$ cat config.mk
export PLATFORM = sky130hd
export DESIGN_NAME = isqrt_share_arbiter
export DESIGN_NICKNAME = d
export VERILOG_FILES = /design/src/rtl/isqrt_share_arbiter.sv
export SDC_FILE = /design/constraint.sdc
export NUM_CORES = 1
export LEC_CHECK = 0
export ABC_AREA = 0
export ABC_CLOCK_PERIOD_IN_PS = 3800
export CORE_MARGIN = 2
export CORE_UTILIZATION = 52
export DETAILED_ROUTE_END_ITERATION = 8
export PLACE_DENSITY = 0.87
export SLEW_MARGIN = 20
export SYNTH_ARGS = -nofsm -noshare
export SYNTH_HDL_FRONTEND = slang
export SYNTH_SLANG_ARGS = --single-unit
$ cat constraint.sdc
create_clock -name clk -period 3.8 [get_ports clk]
set_input_delay 0.76 -clock clk [delete_from_list [all_inputs] [get_ports clk]]
set_output_delay 0.76 -clock clk [all_outputs]
set_load 0.02 [all_outputs]
$ cat src/rtl/isqrt_share_arbiter.sv
// rtl/isqrt_share_arbiter.sv - round-robin sharing of one iterative isqrt unit among requesters
module isqrt_share_arbiter #(
    parameter int CHANNELS = 4,
    parameter int X_WIDTH  = 50,
    parameter int Y_WIDTH  = 25,
    parameter int TIMEOUT  = 255
) (
    input  logic                        clk,
    input  logic                        reset,
    input  logic [CHANNELS-1:0]         reqStrobe,
    input  logic [CHANNELS*X_WIDTH-1:0] reqOperand,
    output logic [X_WIDTH-1:0]          sqrtX,
    output logic                        sqrtEn,
    input  logic [Y_WIDTH-1:0]          sqrtY,
    input  logic                        sqrtDav,
    output logic [CHANNELS*Y_WIDTH-1:0] result,
    output logic [CHANNELS-1:0]         resultValid,
    output logic [CHANNELS-1:0]         overrun,
    input  logic                        overrunClear,
    output logic [15:0]                 timeoutCount,
    output logic                        busy
);
    localparam int CW = (CHANNELS > 1) ? $clog2(CHANNELS) : 1;
    localparam logic [CW:0] CH_L = (CW+1)'(CHANNELS);
    localparam logic [CHANNELS-1:0] ONE = {{(CHANNELS-1){1'b0}}, 1'b1};

    typedef enum logic [1:0] {IDLE, ISSUE, WAIT} state_t;

    state_t              state;
    logic [X_WIDTH-1:0]  hold [CHANNELS];
    logic [CHANNELS-1:0] pending;
    logic [CW-1:0]       sel;
    logic [CW-1:0]       rr_ptr;
    logic [CW-1:0]       next_ptr;
    logic [CW-1:0]       grant_idx;
    logic [CW:0]         cand;
    logic                grant_found;
    logic [CHANNELS-1:0] grant_clear;
    logic [15:0]         wait_cnt;

    // Scan downward so the lowest offset from rr_ptr is the one left standing.
    always_comb begin
        grant_found = 1'b0;
        grant_idx   = '0;
        cand        = '0;
        for (int k = CHANNELS-1; k >= 0; k--) begin
            cand = {1'b0, rr_ptr} + (CW+1)'(k);
            if (cand >= CH_L) cand = cand - CH_L;
            if (pending[cand[CW-1:0]]) begin
                grant_found = 1'b1;
                grant_idx   = cand[CW-1:0];
            end
        end
    end

    assign grant_clear = (state == IDLE && grant_found) ? (ONE << grant_idx) : '0;
    assign next_ptr    = (sel == CW'(CHANNELS-1)) ? '0 : sel + 1'b1;
    assign busy        = (state != IDLE);

    always_ff @(posedge clk) begin
        if (reset) begin
            state        <= IDLE;
            pending      <= '0;
            sel          <= '0;
            rr_ptr       <= '0;
            wait_cnt     <= '0;
            sqrtX        <= '0;
            sqrtEn       <= 1'b0;
            result       <= '0;
            resultValid  <= '0;
            overrun      <= '0;
            timeoutCount <= '0;
        end else begin
            resultValid <= '0;
            sqrtEn      <= 1'b0;
            if (overrunClear) overrun <= '0;
            // A strobe landing on the grant cycle re-arms the channel without counting as overrun.
            for (int i = 0; i < CHANNELS; i++) begin
                if (reqStrobe[i]) begin
                    hold[i]    <= reqOperand[i*X_WIDTH +: X_WIDTH];
                    pending[i] <= 1'b1;
                    if (pending[i] && !grant_clear[i]) overrun[i] <= 1'b1;
                end else if (grant_clear[i]) begin
                    pending[i] <= 1'b0;
                end
            end
            case (state)
                IDLE: begin
                    if (grant_found) begin
                        sqrtX  <= hold[grant_idx];
                        sel    <= grant_idx;
                        sqrtEn <= 1'b1;
                        state  <= ISSUE;
                    end
                end
                ISSUE: begin
                    wait_cnt <= '0;
                    state    <= WAIT;
                end
                WAIT: begin
                    if (sqrtDav) begin
                        result[sel*Y_WIDTH +: Y_WIDTH] <= sqrtY;
                        resultValid <= ONE << sel;
                        rr_ptr      <= next_ptr;
                        state       <= IDLE;
                    end else if (wait_cnt == 16'(TIMEOUT - 1)) begin
                        if (timeoutCount != 16'hFFFF) timeoutCount <= timeoutCount + 16'd1;
                        rr_ptr <= next_ptr;
                        state  <= IDLE;
                    end else begin
                        wait_cnt <= wait_cnt + 16'd1;
                    end
                end
                default: state <= IDLE;
            endcase
        end
    end
endmodule

## Yosys cells after proc, flatten, opt, wreduce, memory -nomap -nowiden

Memory sizes are Yosys's and may differ from the RTL's. A register that Yosys moved wholly into a read port is not among the register bits.
Index checks and enable logic that the tools add are counted.

| operators by class | value |
|---|---|
| bitwise gates (word level) | 3 |
| eq/ne operators | 9 |
| $mul | 1 |
| order comparisons | 8 |
| mux-type cells | 62 |
| shift operators | 4 |
| reductions and logical operators | 25 |
| add/subtract/negate cells | 11 |

Operators with widths:

| cell | count |
|---|---|
| $bwmux 100 | 1 |
| $shift 25x34->100 const A | 1 |
| $shiftx 25x34->100 | 1 |
| $mux 1 | 37 |
| $neg 7->34 | 1 |
| $add 16x1->16 const B | 2 |
| $mux 16 | 2 |
| $pmux 16 s2 | 1 |
| $mux 2 | 14 |
| $eq 16x8->1 const B | 1 |
| $ne 16x16->1 const B | 1 |
| $reduce_bool 2->1 | 7 |
| $lt 2x3->1 const B | 4 |
| $ge 3x3->1 const B | 3 |
| $bmux 1 s2 | 4 |
| $mux 4 | 2 |
| $reduce_and 2->1 | 4 |
| $shl 1x2->4 const A | 2 |
| $sub 2x1->2 const B | 4 |
| $mul 2x5->7 const B | 1 |
| $add 2x2->3 const B | 2 |
| $ne 2x2->1 const B | 3 |
| $pmux 2 s3 | 1 |
| $logic_and 1x1->1 | 5 |
| 13 further kinds | 19 |

| word-level totals | value |
|---|---|
| memories kept | 1 |
| bits of input ports | 233 |
| register bits after elaboration | 151 |
| logic and storage cells | 137 |
| RAM bits | 200 |

Memory list:

| memory | depth | width | rd ports | clocked after Yosys merged registers in | write ports | RTL line | source |
|---|---|---|---|---|---|---|---|
| hold | 4 | 50 | 1 | 1 | 4 | 30 | `logic [X_WIDTH-1:0] hold [CHANNELS];` |

## Depth between registers and ports, before layout

| depth | value |
|---|---|
| word-level depth | 15 |
| mapped depth | 9 |
| gate-level depth less buffers | 7 |

## Worst setup path after synthesis

OpenSTA, ideal clock, no wires.

| timing path | value |
|---|---|
| kind | input to register |
| start | input reset |
| end | memory hold[0][0] (enable) |
| slack | 1.265 ns |
| stages | 4 |
| data arrival time | 2.131 ns |
| library setup time | 0.404 ns |
| buffers on the path | 1 |
| required time | 3.396 ns |
| cell sequence | clkbuf_1 clkinv_1 nand2_1 inv_1 |

RTL lines:

| what | RTL line | source |
|---|---|---|
| from (decl) | 9 | `input logic reset,` |
| to (decl) | 30 |  |

## Worst setup path after layout

| timing path | value |
|---|---|
| start | register pending[3] |
| end | register sqrtX[8] (read register of hold) |

| on the way | value |
|---|---|
| longest elaborated chain between the ends | 7 |
| elaborated cells between the ends (all ways) | 17 |

Ends and longest elaborated chain:

| what | RTL line | source |
|---|---|---|
| from (decl) | 31 | `logic [CHANNELS-1:0] pending;` |
| from (signal assigned) | 63 | `pending <= '0;` |
| from (signal, indexed assignment) | 81 | `pending[i] <= 1'b1;` |
| from (signal, indexed assignment) | 84 | `pending[i] <= 1'b0;` |
| $bmux 1 s2 | 49 | `if (pending[cand[CW-1:0]]) begin` |
| $mux 1 (implied by the code) | 49 |  |
| $mux 1 (4 in series) | 49 |  |
| $reduce_and 2->1 (no line) | n/a |  |
| to (decl) | 12 | `output logic [X_WIDTH-1:0] sqrtX,` |

Parallel ways exist; a longest one is shown, timed or not. The select of a mux whose other input is x is not followed.
A chain may end at the register's enable or synchronous reset.

==> metrics <==
internal power 8.10 mW; # rows 61; final clock skew 0.0223 ns; Fmax 364 MHz; cells after synthesis 1231; port buffer count 408; final antenna-violating net count 0; CP Buf/Inv Count 1; largest net degree at the start of global routing 117; Net Sw Power 2.75 mW; hold_buf cts 0; DR WL/cell 23.6 um; switch share 25.4%; fin crit period 2.75 ns; Synth Flop Type dfxtp_1; initial antenna violation count 8; Yosys reg bits 401; Worst R2R Start pending[3]; worst skew pair latency 0.54 ns; Worst setup EP type register; quantity of gates resized following cts 0; Flop pwr share 46.0%; CP Class reg -> reg; Post-synth EDFFs 200; Final Non-Filler Cells 2037; CP Data Required Time 4.18 ns; Hold WS 0.449 ns; Crit path max-delay family compound AO/OA/AOI/OAI gates; Pins Over Slew Limit 0; CP max stage delay 0.75 ns; largest cells by area after synthesis edfxtp_1, dfxtp_1, mux2i_1, nand2_1, a21oi_1; Final Cycle Share 72.3%; sequential share of the synthesized area 67.5%; slack of the worst reg-to-reg path 1.05 ns; # DRC 0; CP cell instances o41ai_1, nor2_1, nand2_2, buf_4, o221ai_1; syn nets 1473; top cell type by total area after synthesis edfxtp_1; TritonCTS clock tree done; core area 27900 sq um; GRT Overall Usage 31.2%; clock sink count 401; mapped cell area 14900 sq um; Num CTS Buffers 40; clock power share 39.3%; synth unique cells 54; Pre-antenna DRT Iters 6; final hold vios 0; GPL Wtd Cong 0.867; slew margin rel. 31.5%; RSZ-0062 raised after global routing no; pwr dens 523 nW/um^2; I/O pins 409; Slew @ Worst Pin 1.03 ns; grt ovf 0; die area 30000 sq um; Comb pwr share 14.6%; Starting Density 53.2%; overall power 10.9 mW; vias in the first global route 12400; DRT iter0 DRCs 1301; Yosys warnings 0; FILL cells 1686; worst hold start result[68]; Max VDD drop 459 uV; # Post-CTS Setup Buffers 0; chip width 173 um; htree depth 2; WHS Path Cells 2; share of cells above drive strength 1 6.41%; Post-synth ARST share 0%; critical path peak fanout 38; status finished, final reports clean; Worst Setup Start Kind register; Critical R2R Capture sqrtX[8]; final setup vio count 0; Worst-path clk slew 0.06 ns; placed insts 1958; R2R cell count 5; DR vias 12200; post-route setup TNS 0 ns; share of the synthesized area in the top cell type 40.4%; CP max stage cell o41ai_1; Worst Hold End result[68]; clock root cell clkbuf_16; # nets final 1864; Post-synth top cells dfxtp_1, edfxtp_1, nand2_1; mean number of vias per cell 5.98; Crit. Startpoint pending[3]; hold crit path type reg -> reg; Avg Synthesized Cell Area 12.1 sq um; Leak Pwr 7.09 nW; chip height 173 um; Post-Route WL 48000 um; most common cell in the netlist dfxtp_1; Area Overhead vs Synth 39.6%; HPWL Detailed 31200 um; Clock Tree Buf Depth 3; max cap viols 0; first-pass GRT wire length 72500 um; Critical Path AT 3.13 ns
-- sequential cells by signal, summed over array words and instances (netlist names) --
name          flops
result          100
sqrtX            50
wait_cnt         16
sel               2
rr_ptr            2
hold            200
pending           4
resultValid       4
state             2
sqrtEn            1
timeoutCount     16
overrun           4
-- placed cells by master (no fill, tap or decap), drive strengths merged, types with 2 or more instances in the layout --
cell type      instances
o21a                   3
nand3                109
nor4                   5
or3                   11
buf                   22
dfxtp                201
clkinv                 7
nor2                  31
nor2b                  8
o221ai                50
mux2                   4
a41o                   2
or4                    7
nand2b                 5
bufinv                 6
and3                   4
diode                  6
nor3                   7
ha                     9
mux2i                104
o21ai                 26
a31oi                  4
inv                   14
nor3b                  2
o31ai                  5
nand4                 10
edfxtp               200
a32o                   2
clkbuf                59
o311ai                 2
and4                   6
a21oi                122
clkdlybuf4s50        407
nand2                181
and2                   3
-- layout make-up --
cell class                      instances  area (sq um)  area share [%]
Timing Repair Buffer                  429          4280            20.6
Antenna cell                            6          15.0          0.0724
Multi-Input combinational cell        737          4490            21.6
Sequential cell                       401         10000            48.3
Tap cell                              378           473            2.28
Clock buffer                           59          1160            5.61
Inverter                               13          48.8           0.235
Clock inverter                         14           250            1.21
-- worst min-delay path: stages, from the launching register on --
cell and delay [ns]:
dfxtp_1 0.31, nand2_1 0.05, a21oi_1 0.05
-- worst max path at each step --
stage | endpoint | slack [ns] | cells after the start
after floorplan | hold[0][0] | 1.26 | 4
after global placement | result[4] | 1.07 | 5
after detailed placement | result[0] | 1.0 | 5
after CTS | sqrtX[8] | 1.06 | 5
after global routing | sqrtX[8] | 0.90 | 5
final | sqrtX[8] | 1.05 | 5
-- metal layers --
layer  track usage (%)  wire length, um  vias up
met5                 0               13        -
met2              54.2            23900      766
met4              18.4             3110        2
li1                  -                -     5329
met1              34.1            16400     5880
met3              8.69             4630      195
-- power by group through the flow --
stage	clock [mW]	combinational, mW	sequential [mW]
6_report	4.27	1.59	5.00
5_1_grt	4.45	1.65	5.01
4_1_cts	4.29	1.58	4.99
3_5_place_dp	0	1.54	5.07
3_3_place_gp	0	1.50	5.05
2_1_floorplan	0	0.601	5.19
-- logic make-up (layout without fill, tap and decap cells) --
group	count (synthesis)	in the layout	share of synthesized area (%)
AOI/OAI and AO/OA	224	224	9.35
xor gates and xnor gates	2	2	0.118
adders and majority gates	9	9	0.758
buffers and inverters	93	515	2.49
DFF	401	401	67.5
muxes	108	108	7.31
other	0	6	0
and+or+nand+nor	394	394	12.5
-- metrics by stage --
step / area [sq um] / setup WS, ns / util (%)
after floorplan: 14900 / 1.26 / -
after global placement: 19300 / 1.07 / 69.1
after detailed placement: 19300 / 0.998 / 69.1
after CTS: 20700 / 1.06 / 74.2
after global routing: 20700 / 0.903 / 74.3
final: 20700 / 1.05 / 74.3
No activity file was read; power rests on OpenSTA's default activity.
